`src/rtl/layer_output_serializer_pkg.sv`:
```
// Shared types and constants for the layer output serializer and its ReLU clamp.
// Words are IEEE-754 singles, so the sign bit position is fixed.
package layer_output_serializer_pkg;

    localparam int DATA_W = 32;
    localparam int FP_SIGN_BIT = 31;
    localparam logic [DATA_W-1:0] FP_ZERO = 32'h0000_0000;

    typedef enum logic [2:0] {
        IDLE,
        SETTLE,
        CAPTURE,
        STREAM,
        DONE
    } state_t;

endpackage

```
`src/rtl/layer_output_serializer_fp_relu_clamp.sv`:
```
// Combinational ReLU on one IEEE-754 single: any word with the sign bit set
// (negatives, -0.0, negative NaN/Inf) becomes +0.0 and raises neg.
module fp_relu_clamp
    import layer_output_serializer_pkg::*;
(
    input  logic [DATA_W-1:0] word_in,
    output logic [DATA_W-1:0] word_out,
    output logic              neg
);

    assign neg      = word_in[FP_SIGN_BIT];
    assign word_out = neg ? FP_ZERO : word_in;

endmodule

```
`src/rtl/layer_output_serializer.sv`:
```
// Captures one layer's node outputs after a settle interval, clamps them with ReLU,
// and streams them one word per beat over a valid/ready interface.
module layer_output_serializer #(
    parameter int NUM_NODES     = 32,
    parameter int DATA_W        = 32,
    parameter int SETTLE_CYCLES = 4,
    parameter int IDX_W         = $clog2(NUM_NODES)
) (
    input  logic                        clk,
    input  logic                        rst,
    input  logic                        start,
    input  logic [NUM_NODES*DATA_W-1:0] node_in,
    output logic                        busy,
    output logic                        done,
    output logic                        m_valid,
    input  logic                        m_ready,
    output logic [DATA_W-1:0]           m_data,
    output logic [IDX_W-1:0]            m_index,
    output logic                        m_last,
    output logic [IDX_W:0]              neg_count
);

    import layer_output_serializer_pkg::*;

    localparam int CNT_W = (SETTLE_CYCLES > 1) ? $clog2(SETTLE_CYCLES) : 1;
    localparam logic [CNT_W-1:0] CNT_LOAD = (SETTLE_CYCLES > 0) ? CNT_W'(SETTLE_CYCLES - 1) : '0;
    localparam logic [IDX_W-1:0] LAST_IDX = IDX_W'(NUM_NODES - 1);

    state_t state;
    state_t state_next;

    logic [CNT_W-1:0]  settle_cnt;
    logic [IDX_W-1:0]  idx;
    logic [IDX_W-1:0]  idx_next;
    logic [DATA_W-1:0] data_q;
    logic [DATA_W-1:0] word_buf [NUM_NODES];
    logic [DATA_W-1:0] clamped  [NUM_NODES];
    logic [NUM_NODES-1:0] neg_flag;
    logic [IDX_W:0]    neg_sum;

    for (genvar k = 0; k < NUM_NODES; k++) begin : g_clamp
        fp_relu_clamp u_clamp (
            .word_in  (node_in[k*DATA_W +: DATA_W]),
            .word_out (clamped[k]),
            .neg      (neg_flag[k])
        );
    end

    always_comb begin
        neg_sum = '0;
        for (int k = 0; k < NUM_NODES; k++) begin
            neg_sum = neg_sum + {{IDX_W{1'b0}}, neg_flag[k]};
        end
    end

    always_ff @(posedge clk) begin
        if (rst) begin
            state <= IDLE;
        end else begin
            state <= state_next;
        end
    end

    // With no settle budget the capture cycle follows start directly, which keeps
    // the first beat at start+SETTLE_CYCLES+2 for every setting.
    always_comb begin
        state_next = state;
        case (state)
            IDLE:    if (start) state_next = (SETTLE_CYCLES == 0) ? CAPTURE : SETTLE;
            SETTLE:  if (settle_cnt == '0) state_next = CAPTURE;
            CAPTURE: state_next = STREAM;
            STREAM:  if (m_ready && idx == LAST_IDX) state_next = DONE;
            DONE:    state_next = IDLE;
            default: state_next = IDLE;
        endcase
    end

    assign idx_next = idx + IDX_W'(1);

    always_ff @(posedge clk) begin
        if (rst) begin
            settle_cnt <= '0;
            idx        <= '0;
            data_q     <= '0;
            neg_count  <= '0;
        end else begin
            case (state)
                IDLE:   settle_cnt <= CNT_LOAD;
                SETTLE: settle_cnt <= settle_cnt - CNT_W'(1);
                // Word 0 bypasses the buffer so it is presented on the very next cycle.
                CAPTURE: begin
                    neg_count <= neg_sum;
                    idx       <= '0;
                    data_q    <= clamped[0];
                end
                STREAM: begin
                    if (m_ready && idx != LAST_IDX) begin
                        idx    <= idx_next;
                        data_q <= word_buf[idx_next];
                    end
                end
                default: ;
            endcase
        end
    end

    always_ff @(posedge clk) begin
        if (state == CAPTURE) begin
            for (int k = 0; k < NUM_NODES; k++) begin
                word_buf[k] <= clamped[k];
            end
        end
    end

    assign busy    = (state != IDLE);
    assign done    = (state == DONE);
    assign m_valid = (state == STREAM);
    assign m_data  = data_q;
    assign m_index = idx;
    assign m_last  = m_valid && (idx == LAST_IDX);

endmodule

```
`config.mk`:
```
export PLATFORM = sky130hd
export DESIGN_NAME = layer_output_serializer
export DESIGN_NICKNAME = d
export VERILOG_FILES = /design/src/rtl/layer_output_serializer_pkg.sv /design/src/rtl/layer_output_serializer_fp_relu_clamp.sv /design/src/rtl/layer_output_serializer.sv
export SDC_FILE = /design/constraint.sdc
export NUM_CORES = 2
export LEC_CHECK = 0
export BUFFER_PORTS_ARGS = -buffer_cell sky130_fd_sc_hd__buf_2
export CAP_MARGIN = 40
export CELL_PAD_IN_SITES_DETAIL_PLACEMENT = 0
export CELL_PAD_IN_SITES_GLOBAL_PLACEMENT = 2
export CORE_AREA = 2 2 420 422
export DETAILED_ROUTE_END_ITERATION = 8
export DIE_AREA = 0 0 422 424
export PLACE_DENSITY_LB_ADDON = 0.1
export SLEW_MARGIN = 20
export SYNTH_ARGS = -nofsm -noshare
export SYNTH_HDL_FRONTEND = slang
export SYNTH_SLANG_ARGS = --single-unit
```
`constraint.sdc`:
```
create_clock -name clk -period 83.4 [get_ports clk]
set_input_delay 8.34 -clock clk [delete_from_list [all_inputs] [get_ports clk]]
set_output_delay 8.34 -clock clk [all_outputs]
set_load 0.1 [all_outputs]
```
==> summary.md <==
Clock latency on the worst-skew pair, taken at its later pin, is 0.77 ns. The run finished with clean final reports. From left edge to right edge, the die measures 422 µm.

The area growth from synthesis to layout is 26.77%. Final design utilization: 34.09%. The library cell used most frequently in the layout, excluding fill and tap cells, is sky130_fd_sc_hd__buf_2. In this run, the clock network consumes 41.7% of the power.

Ranked by total cell area, the synthesized netlist is headed by sky130_fd_sc_hd__edfxtp_1, sky130_fd_sc_hd__nor2b_1, sky130_fd_sc_hd__mux4_2, sky130_fd_sc_hd__dfxtp_1, sky130_fd_sc_hd__mux2i_1. For met2 alone, demand over resource in global routing was 41.22%. For the pin with the worst max-slew slack, the measured transition is 1.081 ns.

For this run the aggregate overflow at the end of global routing stands at 0. The tools report the endpoint arrival time on the critical path as 13.41 ns. Routability-driven placement finished with a final weighted congestion of 0.7838. In this run the worst path has a maximum fanout of 32. The count of buffers added on input and output ports is 1073. The tools report the count of hold-fix buffers inserted at cts as 0. After the first detailed-routing iteration, the DRC count stood at 2188.

The analysis attributes to cell leakage a power of 20.98 nW. After clock tree synthesis, the setup repair step added 0 buffers. Static timing analysis puts the maximum clock frequency at 78.13 MHz. Fraction of registers with async set or reset after synthesis: 0%.

The die area came out at 178900 µm². The internal power contribution came out at 980.9 µW. The critical path in this run is classified as in2reg. The clock buffer count from CTS came out at 132. Class of the tightest hold or removal check: reg2reg. Detailed placement finished with a half-perimeter wire length of 148300 µm. In this run the cell area of the synthesized design comes to 47050 µm². The final hold violation count is 0, and the maximum number of pins on one net before global-route repair is 161.

IR analysis of the VDD net gives a maximum drop of 0.01467 mV. The total number of placement rows is 154, and the routing usage on met1 is 25.81%. For this run, the total global-route usage over all layers was measured as 22.08%. The largest total area in the synthesized netlist belongs to sky130_fd_sc_hd__edfxtp_1.

The tools report the placed instance count as 6273. Setup repair after global routing left no endpoint under its margin. The die is 424 µm tall. The top cell types in the final layout, fill and taps aside, are sky130_fd_sc_hd__buf_2, sky130_fd_sc_hd__nor2b_1, sky130_fd_sc_hd__edfxtp_1. During synthesis, Yosys emitted a total of 0 warnings. For the number of antenna violations at the first check in global routing, the log shows 157. The final period demand of the worst path was 12.80 ns; the wire length of the first global-routing pass was 268500 µm. In this run the power spent charging and discharging nets is 344.5 µW.

The longest clock path from root to sink contains 3 buffers. Per report_power, the sequential group accounts for 45.7% of the total. Data on the critical path is required at its endpoint by 84.02 ns. Setup violations remaining at the end of the flow were counted as 0.

The ratio of total power to cell area is 22.22 nW/µm². Counting every net in the synthesized netlist gives 4037. Across the routed clock network, the largest skew measured is 0.02531 ns.

The detailed router placed 30.36k vias in this run. The ratio of final minimum period to clock period is 15.35%, and the final wirelength is 201900 µm. The via count of the first global-routing pass was 31.90k. Cells with a size suffix above 1 make up 38.56% of the layout.

The H-tree depth is 4. Averaged over all synthesized cells, the footprint is 15.82 µm². In the final routed layout, each cell accounts on average for 30.84 µm. Setup total negative slack on the finished layout was measured at 0 ns. OpenSTA, run right after detailed placement, puts the worst setup slack at 69.78 ns.

The number of max-slew violations in the final report was 0; the routed via count divided by cell count was 4.638. The run gives 0 as the remaining antenna violation count. For this run, global-route usage on met3 was measured as 3.957%.

The layout filler cell count came out at 17.55k. During I/O placement, the number of pins put on the boundary was 1075. For this design, the sink count on the clock tree is 1039. The final layout contains 5133 nets. TritonCTS built the clock tree. Before antenna repair, the detailed router went through 5 iterations.

The tools report the filler-free cell count of the finished design as 6546. The sequential element share of the synthesized area came out at 65.31%. The number of instances resized during post-cts repair is 0.

The worst setup path is launched from a primary input. Max-cap violations in this run came to 0. The count of different cell masters after synthesis came out at 43. In this run the biggest area consumer among cell types represents 63.31% of the synthesized area. Cell at the root of the clock tree: sky130_fd_sc_hd__clkbuf_16. For this run, design rule violations remaining after detail routing come to 0.

Of the total power, the share spent switching nets is 25.99%. In the post-route analysis, the smallest setup slack over all paths is 70.60 ns. The headroom to the max-slew limit is 27.91%. In the synthesized netlist the dominant register cell turns out to be sky130_fd_sc_hd__edfxtp_1. The effective utilization at floorplan came out at 26.89%.

The worst setup path is captured at a register. The power share of the combinational group was 12.6%. The total area inside the core boundary comes to 175000 µm². After technology mapping, the gate count stands at 2975. After clock tree synthesis, the clock-pin slew on the worst setup and hold paths is 0.06 ns. Most utilized layer in the global route result: met2. After synthesis the netlist holds a flip-flop and latch count of 1039.

The number of flops mapped to enable cells by yosys was 992.
## critical path, stage by stage
cell and delay (ns):
sky130_fd_sc_hd__buf_2 0.08, sky130_fd_sc_hd__buf_4 0.44, sky130_fd_sc_hd__inv_1 0.13, sky130_fd_sc_hd__fa_1 0.56, sky130_fd_sc_hd__inv_1 0.07, sky130_fd_sc_hd__fa_1 0.46, sky130_fd_sc_hd__fa_1 0.53, sky130_fd_sc_hd__fa_1 0.43
sky130_fd_sc_hd__fa_1 0.49, sky130_fd_sc_hd__inv_1 0.05, sky130_fd_sc_hd__fa_1 0.47, sky130_fd_sc_hd__inv_1 0.04, sky130_fd_sc_hd__ha_1 0.21, sky130_fd_sc_hd__fa_1 0.47, sky130_fd_sc_hd__a21o_1 0.18, sky130_fd_sc_hd__a21oi_1 0.17
sky130_fd_sc_hd__xnor2_1 0.08, sky130_fd_sc_hd__mux2i_1 0.13, sky130_fd_sc_hd__nor2_1 0.05
## power by group through the flow
stage	clock network, mW	registers, mW	logic, mW
2_1_floorplan	0	0.662	0.0843
5_1_grt	0.589	0.608	0.183
4_1_cts	0.569	0.606	0.171
3_3_place_gp	0	0.617	0.169
3_5_place_dp	0	0.617	0.171
6_report	0.553	0.606	0.167
## cell type report
class	count	area [µm²]	area share (%)
Inverter	30	112.6	0.1888
Tap cell	2340	2928	4.909
Sequential cell	1039	30730	51.52
Multi-Input combinational cell	1703	15370	25.77
Timing Repair Buffer	1165	6341	10.63
Antenna cell	33	82.58	0.1384
Clock inverter	63	571.8	0.9586
Clock buffer	173	3510	5.884
## cell families after synthesis
family / share of synthesized area (%)
AOI/OAI and AO/OA: 2.276
buffers and inverters: 2.300
DFF: 65.31
adders and majority gates: 1.287
other: 0.007970
and+or+nand+nor: 14.82
xor gates and xnor gates: 0.1277
muxes: 13.87
## synthesized netlist by cell type (2+ instances only)
cell type                   instances
sky130_fd_sc_hd__nor3_1            29
sky130_fd_sc_hd__a21o_1             2
sky130_fd_sc_hd__inv_1             30
sky130_fd_sc_hd__buf_4             31
sky130_fd_sc_hd__clkbuf_1         135
sky130_fd_sc_hd__edfxtp_1         992
sky130_fd_sc_hd__o21ai_0            4
sky130_fd_sc_hd__or3_1              3
sky130_fd_sc_hd__and3_1             2
sky130_fd_sc_hd__a2111oi_0          5
sky130_fd_sc_hd__buf_1              4
sky130_fd_sc_hd__nand3_1            6
sky130_fd_sc_hd__mux2i_1           94
sky130_fd_sc_hd__fa_1              24
sky130_fd_sc_hd__nand2b_1           2
sky130_fd_sc_hd__dfxtp_1           47
sky130_fd_sc_hd__buf_6              8
sky130_fd_sc_hd__nor2_1            47
sky130_fd_sc_hd__nor2b_1         1019
sky130_fd_sc_hd__nand2_1           36
sky130_fd_sc_hd__a211oi_1          33
sky130_fd_sc_hd__o221ai_1          26
sky130_fd_sc_hd__a21oi_1           93
sky130_fd_sc_hd__ha_1              10
sky130_fd_sc_hd__xnor2_1            3
sky130_fd_sc_hd__mux4_2           248
sky130_fd_sc_hd__buf_2             25
sky130_fd_sc_hd__xor2_1             2
## sequential cells by signal, indices dropped and copies added, names as in the netlist
| register | cells |
|---|---|
| m_data | 31 |
| m_index | 5 |
| neg_count | 6 |
| settle_cnt | 2 |
| state | 3 |
| word_buf | 992 |
## worst paths after layout
kind,depth (start not counted),from,slack (ns),endpoint
worst min-delay path,2,neg_count[5],0.48,neg_count[5]
worst min register to register,2,neg_count[5],0.48,neg_count[5]
worst max register to register,9,m_index[0],78.44,m_data[12]
worst max-delay path,19,node_in[383],70.60,neg_count[4]
## stage by stage
stage                     cell area, µm²  hold WS, ns  power, mW
final                              59650       0.4752      1.325
after global routing               59590       0.5138      1.379
after CTS                          59450       0.4825      1.347
after detailed placement           55370       0.4723     0.7877
after global placement             55080       0.4736     0.7861
after floorplan                    47050       0.4763     0.7468
## per-layer routing
metal | wire length, µm | vias to the layer above
met3 | 10280 | 413
met1 | 77360 | 15530
met5 | 107 | -
li1 | - | 13250
met4 | 6127 | 20
met2 | 108000 | 1147
No activity file was read; power rests on OpenSTA's default activity.
